==> src/rtl/sr_latch_driver_if.sv <==
// rtl/sr_latch_driver_if.sv - command and status bundle for the SR latch driver
//
// Purpose: groups the command handshake and the per-command result signals.
// Signals:
//   cmd_valid  command request
//   cmd_op     00 SET, 01 RESET, 10 HOLD, 11 FORBID
//   cmd_ready  driver is idle and will accept cmd_valid on the next edge
//   done       one-cycle pulse at the end of each command
//   pass       result of the last command, held until the next done
//   err_cnt    saturating count of failed commands
//   busy       a command is in progress
// Modports: master drives commands, slave is the driver.

interface sr_latch_driver_if;
  logic       cmd_valid;
  logic [1:0] cmd_op;
  logic       cmd_ready;
  logic       done;
  logic       pass;
  logic [7:0] err_cnt;
  logic       busy;

  modport master (
    output cmd_valid,
    output cmd_op,
    input  cmd_ready,
    input  done,
    input  pass,
    input  err_cnt,
    input  busy
  );

  modport slave (
    input  cmd_valid,
    input  cmd_op,
    output cmd_ready,
    output done,
    output pass,
    output err_cnt,
    output busy
  );
endinterface

==> src/rtl/sr_latch_driver.sv <==
// rtl/sr_latch_driver.sv - pulses S/R of an external NOR latch and verifies the readback
//
// Purpose: drives S or R of a NOR latch for PULSE_CYC cycles per command, then
// checks the synchronized Q/Qn readback against the expected value for up to
// SETTLE_MAX cycles, reporting pass/fail and counting failures.
// Ports:
//   clk, rst_n   clock, asynchronous active-low reset
//   bus          command/status bundle (slave side)
//   s_out, r_out registered drives to the latch S and R inputs
//   q_in, qn_in  latch readback, asynchronous to clk

module sr_latch_driver #(
  parameter int PULSE_CYC  = 4,
  parameter int SETTLE_MAX = 15
) (
  input  logic               clk,
  input  logic               rst_n,
  sr_latch_driver_if.slave   bus,
  output logic               s_out,
  output logic               r_out,
  input  logic               q_in,
  input  logic               qn_in
);

  typedef enum logic [1:0] {IDLE, PULSE, SETTLE, DONE} state_t;

  localparam logic [1:0] OP_SET    = 2'd0;
  localparam logic [1:0] OP_RESET  = 2'd1;
  localparam logic [1:0] OP_HOLD   = 2'd2;
  localparam logic [1:0] OP_FORBID = 2'd3;

  localparam logic [7:0] PULSE_LAST  = 8'(PULSE_CYC - 1);
  localparam logic [7:0] SETTLE_LAST = 8'(SETTLE_MAX - 1);

  state_t     state, state_nxt;
  logic [1:0] op_r, op_nxt;
  logic [7:0] cnt, cnt_nxt;
  logic       match_r, match_nxt;
  logic       s_nxt, r_nxt;

  logic [1:0] q_sync, qn_sync;
  logic       q_s, qn_s;

  logic       ready_en;
  logic       cmd_ready_w;
  logic       accept;
  logic       exp_match;

  logic       done_r, pass_r;
  logic [7:0] err_r;
  logic       last_valid, last_q;

  assign q_s  = q_sync[1];
  assign qn_s = qn_sync[1];

  // ready_en keeps cmd_ready low while reset is asserted and for the first
  // edge after release, even though the state register already reads IDLE.
  assign cmd_ready_w = (state == IDLE) && ready_en;
  assign accept      = bus.cmd_valid && cmd_ready_w;

  assign bus.cmd_ready = cmd_ready_w;
  assign bus.busy      = (state != IDLE);
  assign bus.done      = done_r;
  assign bus.pass      = pass_r;
  assign bus.err_cnt   = err_r;

  always_comb begin
    exp_match = 1'b0;
    case (op_r)
      OP_SET:    exp_match = q_s && !qn_s;
      OP_RESET:  exp_match = !q_s && qn_s;
      OP_FORBID: exp_match = !q_s && !qn_s;
      default: begin
        // HOLD without a trusted last value can only check complementarity.
        if (last_valid) exp_match = (q_s == last_q) && (qn_s == !last_q);
        else            exp_match = (qn_s != q_s);
      end
    endcase
  end

  always_comb begin
    state_nxt = state;
    op_nxt    = op_r;
    cnt_nxt   = cnt;
    match_nxt = match_r;
    case (state)
      IDLE: begin
        if (accept) begin
          op_nxt    = bus.cmd_op;
          cnt_nxt   = 8'd0;
          state_nxt = (bus.cmd_op == OP_HOLD) ? SETTLE : PULSE;
        end
      end
      PULSE: begin
        if (cnt == PULSE_LAST) begin
          state_nxt = SETTLE;
          cnt_nxt   = 8'd0;
        end else begin
          cnt_nxt = cnt + 8'd1;
        end
      end
      SETTLE: begin
        if (exp_match) begin
          state_nxt = DONE;
          match_nxt = 1'b1;
        end else if (cnt == SETTLE_LAST) begin
          state_nxt = DONE;
          match_nxt = 1'b0;
        end else begin
          cnt_nxt = cnt + 8'd1;
        end
      end
      default: begin
        state_nxt = IDLE;
        cnt_nxt   = 8'd0;
      end
    endcase

    // Drives are decoded from the next state so they are registered in step
    // with the state change; FORBID keeps both high through SETTLE.
    s_nxt = ((state_nxt == PULSE) && ((op_nxt == OP_SET) || (op_nxt == OP_FORBID))) ||
            ((state_nxt == SETTLE) && (op_nxt == OP_FORBID));
    r_nxt = ((state_nxt == PULSE) && ((op_nxt == OP_RESET) || (op_nxt == OP_FORBID))) ||
            ((state_nxt == SETTLE) && (op_nxt == OP_FORBID));
  end

  always_ff @(posedge clk or negedge rst_n) begin
    if (!rst_n) begin
      state    <= IDLE;
      op_r     <= OP_SET;
      cnt      <= 8'd0;
      match_r  <= 1'b0;
      s_out    <= 1'b0;
      r_out    <= 1'b0;
      q_sync   <= 2'b00;
      qn_sync  <= 2'b00;
      ready_en <= 1'b0;
    end else begin
      state    <= state_nxt;
      op_r     <= op_nxt;
      cnt      <= cnt_nxt;
      match_r  <= match_nxt;
      s_out    <= s_nxt;
      r_out    <= r_nxt;
      q_sync   <= {q_sync[0], q_in};
      qn_sync  <= {qn_sync[0], qn_in};
      ready_en <= 1'b1;
    end
  end

  // Results are published on the edge that leaves DONE, so done/pass/err_cnt
  // all change together and done is high for exactly one cycle.
  always_ff @(posedge clk or negedge rst_n) begin
    if (!rst_n) begin
      done_r     <= 1'b0;
      pass_r     <= 1'b0;
      err_r      <= 8'd0;
      last_valid <= 1'b0;
      last_q     <= 1'b0;
    end else begin
      done_r <= (state == DONE);
      if (state == DONE) begin
        pass_r <= match_r;
        if (!match_r) begin
          if (err_r != 8'hFF) err_r <= err_r + 8'd1;
          last_valid <= 1'b0;
        end else if ((op_r == OP_SET) || (op_r == OP_RESET)) begin
          last_valid <= 1'b1;
          last_q     <= (op_r == OP_SET);
        end else if (op_r == OP_FORBID) begin
          last_valid <= 1'b0;
        end
      end
    end
  end

endmodule

==> src/flat_wrapper.sv <==
// flat-port wrapper written by rule: the top's interface ports become plain ports
module sr_latch_driver_flat 
#(
  parameter int PULSE_CYC  = 4,
  parameter int SETTLE_MAX = 15
)
  (clk, rst_n, s_out, r_out, q_in, qn_in, bus_cmd_valid, bus_cmd_op, bus_cmd_ready, bus_done, bus_pass, bus_err_cnt, bus_busy);
  sr_latch_driver_if bus_i ();
  input  logic clk;
  input  logic rst_n;
  output logic s_out;
  output logic r_out;
  input  logic q_in;
  input  logic qn_in;
  input wire logic [$bits(bus_i.cmd_valid)-1:0] bus_cmd_valid;
  input wire logic [$bits(bus_i.cmd_op)-1:0] bus_cmd_op;
  output wire logic [$bits(bus_i.cmd_ready)-1:0] bus_cmd_ready;
  output wire logic [$bits(bus_i.done)-1:0] bus_done;
  output wire logic [$bits(bus_i.pass)-1:0] bus_pass;
  output wire logic [$bits(bus_i.err_cnt)-1:0] bus_err_cnt;
  output wire logic [$bits(bus_i.busy)-1:0] bus_busy;
  assign bus_i.cmd_valid = bus_cmd_valid;
  assign bus_i.cmd_op = bus_cmd_op;
  assign bus_cmd_ready = bus_i.cmd_ready;
  assign bus_done = bus_i.done;
  assign bus_pass = bus_i.pass;
  assign bus_err_cnt = bus_i.err_cnt;
  assign bus_busy = bus_i.busy;
  sr_latch_driver #(.PULSE_CYC(PULSE_CYC), .SETTLE_MAX(SETTLE_MAX)) u_core (.clk(clk), .rst_n(rst_n), .bus(bus_i), .s_out(s_out), .r_out(r_out), .q_in(q_in), .qn_in(qn_in));
endmodule
==> config.mk <==
export PLATFORM = sky130hd
export DESIGN_NAME = sr_latch_driver_flat
export DESIGN_NICKNAME = d
export VERILOG_FILES = /design/src/rtl/sr_latch_driver_if.sv /design/src/rtl/sr_latch_driver.sv /design/src/flat_wrapper.sv
export SDC_FILE = /design/constraint.sdc
export NUM_CORES = 1
export LEC_CHECK = 0
export CORE_MARGIN = 2
export CORE_UTILIZATION = 45
export DETAILED_ROUTE_END_ITERATION = 12
export PLACE_DENSITY = 0.67
export SLEW_MARGIN = 20
export SYNTH_ARGS = -nofsm -noshare
export SYNTH_HDL_FRONTEND = slang
export SYNTH_SLANG_ARGS = --single-unit
export TNS_END_PERCENT = 50
==> constraint.sdc <==
create_clock -name clk -period 3.96 [get_ports clk]
set_input_delay 0.594 -clock clk [delete_from_list [all_inputs] [get_ports clk]]
set_output_delay 0.594 -clock clk [all_outputs]
set_load 0.02 [all_outputs]
==> key figures <==
Status
  • Status: completed

Cells and area
  • Design area: 0.00198 mm2
  • Final Non-Filler Cells: 225
  • Multi-input gate area: approximately 800 um2
  • Final design utilization: a little over half
  • Sequential cell area: roughly 800 um2
  • Nets: 194
  • Fillers: roughly 330
  • Area Growth Syn to Fin: 19.6%
  • ANT cells: 0
  • Layout cells sized above 1: 9.60%

Route
  • Initial drt markers: between 40 and 50
  • Final Routed Wirelength: 3160 um
  • Routed Antenna Nets: 0
  • Post-route DRC: 0
  • DR vias/cell: 5.42
  • Drt first pass iters: 4
  • Vias post-DR: 1219
  • Avg WL per Cell: about 14 um

Clock tree
  • Post_cts resized: 0
  • Setup bufs post-CTS: 0
  • CTS Buf Count: 5
  • Root buf cell: clkbuf_8
  • Clock buffer depth: 2
  • Cts hold-fix bufs: 0
  • CTS Sinks: 32
  • H-Tree Depth: 2
  • Reg clk slew, reported paths: roughly 0.060 ns
  • CTS tree: done
  • Clock latency on the worst-skew pair: 0.28 ns

Run
  • MaxCap Viol Count: 0

Synthesis
  • YS warnings: 0
  • Post-Syn Area: ~0.0017 mm2
  • Post-synth top cells: dfrtp_1, ha_1, nor2_1, o21ai_0, o31ai_1
  • Post-synthesis cell type count: between 40 and 50
  • Syn_area_per_cell: about 11 um2
  • Yosys top cell area share: 48.4%
  • Post-synth EDFFs: 0
  • Sequential area share after synthesis: between 40 and 50%
  • Area leader, netlist: dfrtp_1
  • Yosys reg bits: 32
  • Count leader, synth: dfrtp_1
  • Ys async rst share: 100%
  • Synth Net Count: 169
  • Gate Count Post-Synth: 152
  • Ys flop type: dfrtp_1
  • Synth area leaders: dfrtp_1, ha_1, o31ai_1, o21ai_0, nor2_1

Worst hold path
  • HP Start: u_core.qn_sync[0]$_DFF_PN0_
  • Hold Crit Class: reg2reg

Floorplanning
  • Die H: approximately 65 um
  • Core Footprint: 0.00361 mm2
  • Die footprint: between 0.004 and 0.005 mm2
  • Starting Density: ~46%
  • Io pins: 21
  • Die X: around 65 um
  • Site Rows: 22

Placement
  • Buffers on Ports: 20
  • Post-placement cell area: between 0.0015 and 0.002 mm2
  • Dpl cells: around 220
  • DP HPWL: 2230 um
  • Placer's final routability congestion estimate: 0.823

Power and ir drop
  • Max VDD drop: roughly 0.35 mV
  • Pwr per Cell Area: between 500 and 600 mW/mm2
  • Leakage power: slightly above 0.9 nW

Timing
  • Slew headroom: ~54%
  • Final hold slack: roughly 0.35 ns
  • Max Slew Vio Count: 0
  • Final Hold Fails: 0
  • FMAX: a little over 0.4 GHz
  • Fin crit period: 2.41 ns
  • RSZ-0062 raised after global routing: no
  • Setup-failing EPs final: 0
  • Final period utilization: approximately three fifths
  • Clk_skew: approximately 0.013 ns
  • Setup TNS: 0 ns
  • Worst-Margin Slew: just under 0.7 ns

Critical path
  • Worst reg2reg path startpoint: u_core.qn_sync[1]$_DFF_PN0_
  • Worst setup path class: reg2out
  • Worst Path Required: approximately 3.4 ns
  • Worst Setup End Kind: primary output
  • Crit path launch type: flop
  • Worst Setup SP: u_core.state[0]$_DFF_PN0_
  • WP data arrival: approximately 1.8 ns
  • Crit path max fanout: 5

GRT
  • Met2 Track Usage GR: between 20 and 30%
  • Initial antenna violation count: 0
  • Pin count of the biggest net entering global routing: 33
  • All-Layer GR Usage: ~17%
  • Met1 Usage GRT: roughly 22%
  • Gr busiest metal: met2
  • Vias in the first global route: 1236
  • Met3 Use GR: under 10%
  • First-pass GRT wire length: approximately 5600 um
  • Total grt overflow: 0
## worst paths after layout
check,to,slack (ns),cells past startpoint
max in group asynchronous,u_core.cnt[0]$_DFFE_PN0P_,2.94,2
min in group asynchronous,u_core.state[1]$_DFF_PN0_,0.71,2
worst max register to register,u_core.cnt[7]$_DFFE_PN0P_,1.56,7
worst max-delay path,bus_cmd_ready,1.55,4
worst min register to register,u_core.qn_sync[1]$_DFF_PN0_,0.35,0
worst min-delay path,u_core.qn_sync[1]$_DFF_PN0_,0.35,0
## power breakdown
part | switching [W] | internal (W) | total [W]
logic | 0.000265 | 0.000215 | 0.000480
clock network | 0.000111 | 0.000119 | 0.000230
registers | 0.0000703 | 0.000398 | 0.000468
## cells in the final DEF, fill, tap and decap left out, types with 3 or more instances in the layout
cell type        synthesis  final
xor2_1                   3      3
nand2_1                  5      5
dfrtp_1                 32     32
nor2b_1                  4      4
inv_1                    7      7
nand4_1                  5      5
or3_1                    3      3
ha_1                    10     10
o31ai_1                 10     10
clkdlybuf4s50_1          0     20
a31oi_1                  3      3
o21ai_0                 10     10
xnor2_1                  4      4
clkbuf_8                 0      5
a21oi_1                  3      3
mux2_2                   3      3
nor2_1                  10     10
nand3_1                  4      4
## stage by stage
| step | setup WS (ns) | power (W) |
|---|---|---|
| final | 1.55 | 0.00118 |
| after global placement | 1.40 | 0.000941 |
| after global routing | 1.42 | 0.00127 |
| after floorplan | 1.85 | 0.000805 |
| after detailed placement | 1.36 | 0.000958 |
| after CTS | 1.53 | 0.00119 |
## cells by family after synthesis
kind of cell | synth area share, %
AO/OA/AOI/OAI | 16.1
XOR/XNOR | 3.71
adder cells (fa/ha/maj) | 7.57
buffers and inverters | 3.10
flip-flops | 48.4
multiplexers | 3.26
other | 0.227
AND/OR/NAND/NOR | 17.6
## layer usage
layer	up-vias	routed length, um
met5	-	0
met4	0	53
met3	5	87
met2	18	1470
met1	591	1550
li1	605	-
## worst max-delay path, stage by stage, from the launching register on
cell	delay (ns)
dfrtp_1	0.43
inv_1	0.13
ha_1	0.22
and2_1	0.16
clkdlybuf4s50_1	0.60
## state kept, by name (all words and copies together) (netlist names), 2 cells and up
name / cells
u_core.state: 2
u_core.op_r: 2
u_core.cnt: 8
u_core.q_sync: 2
u_core.bus.err_cnt: 8
u_core.qn_sync: 2
## final cells by class
type                            instances  area share [%]
Multi-Input combinational cell        109            40.5
Clock inverter                          1           0.253
Clock buffer                            6            3.67
Inverter                                8            1.52
Tap cell                               48            3.04
Sequential cell                        32            40.5
Timing Repair Buffer                   21            10.5
(Power assumes the default switching activity.)
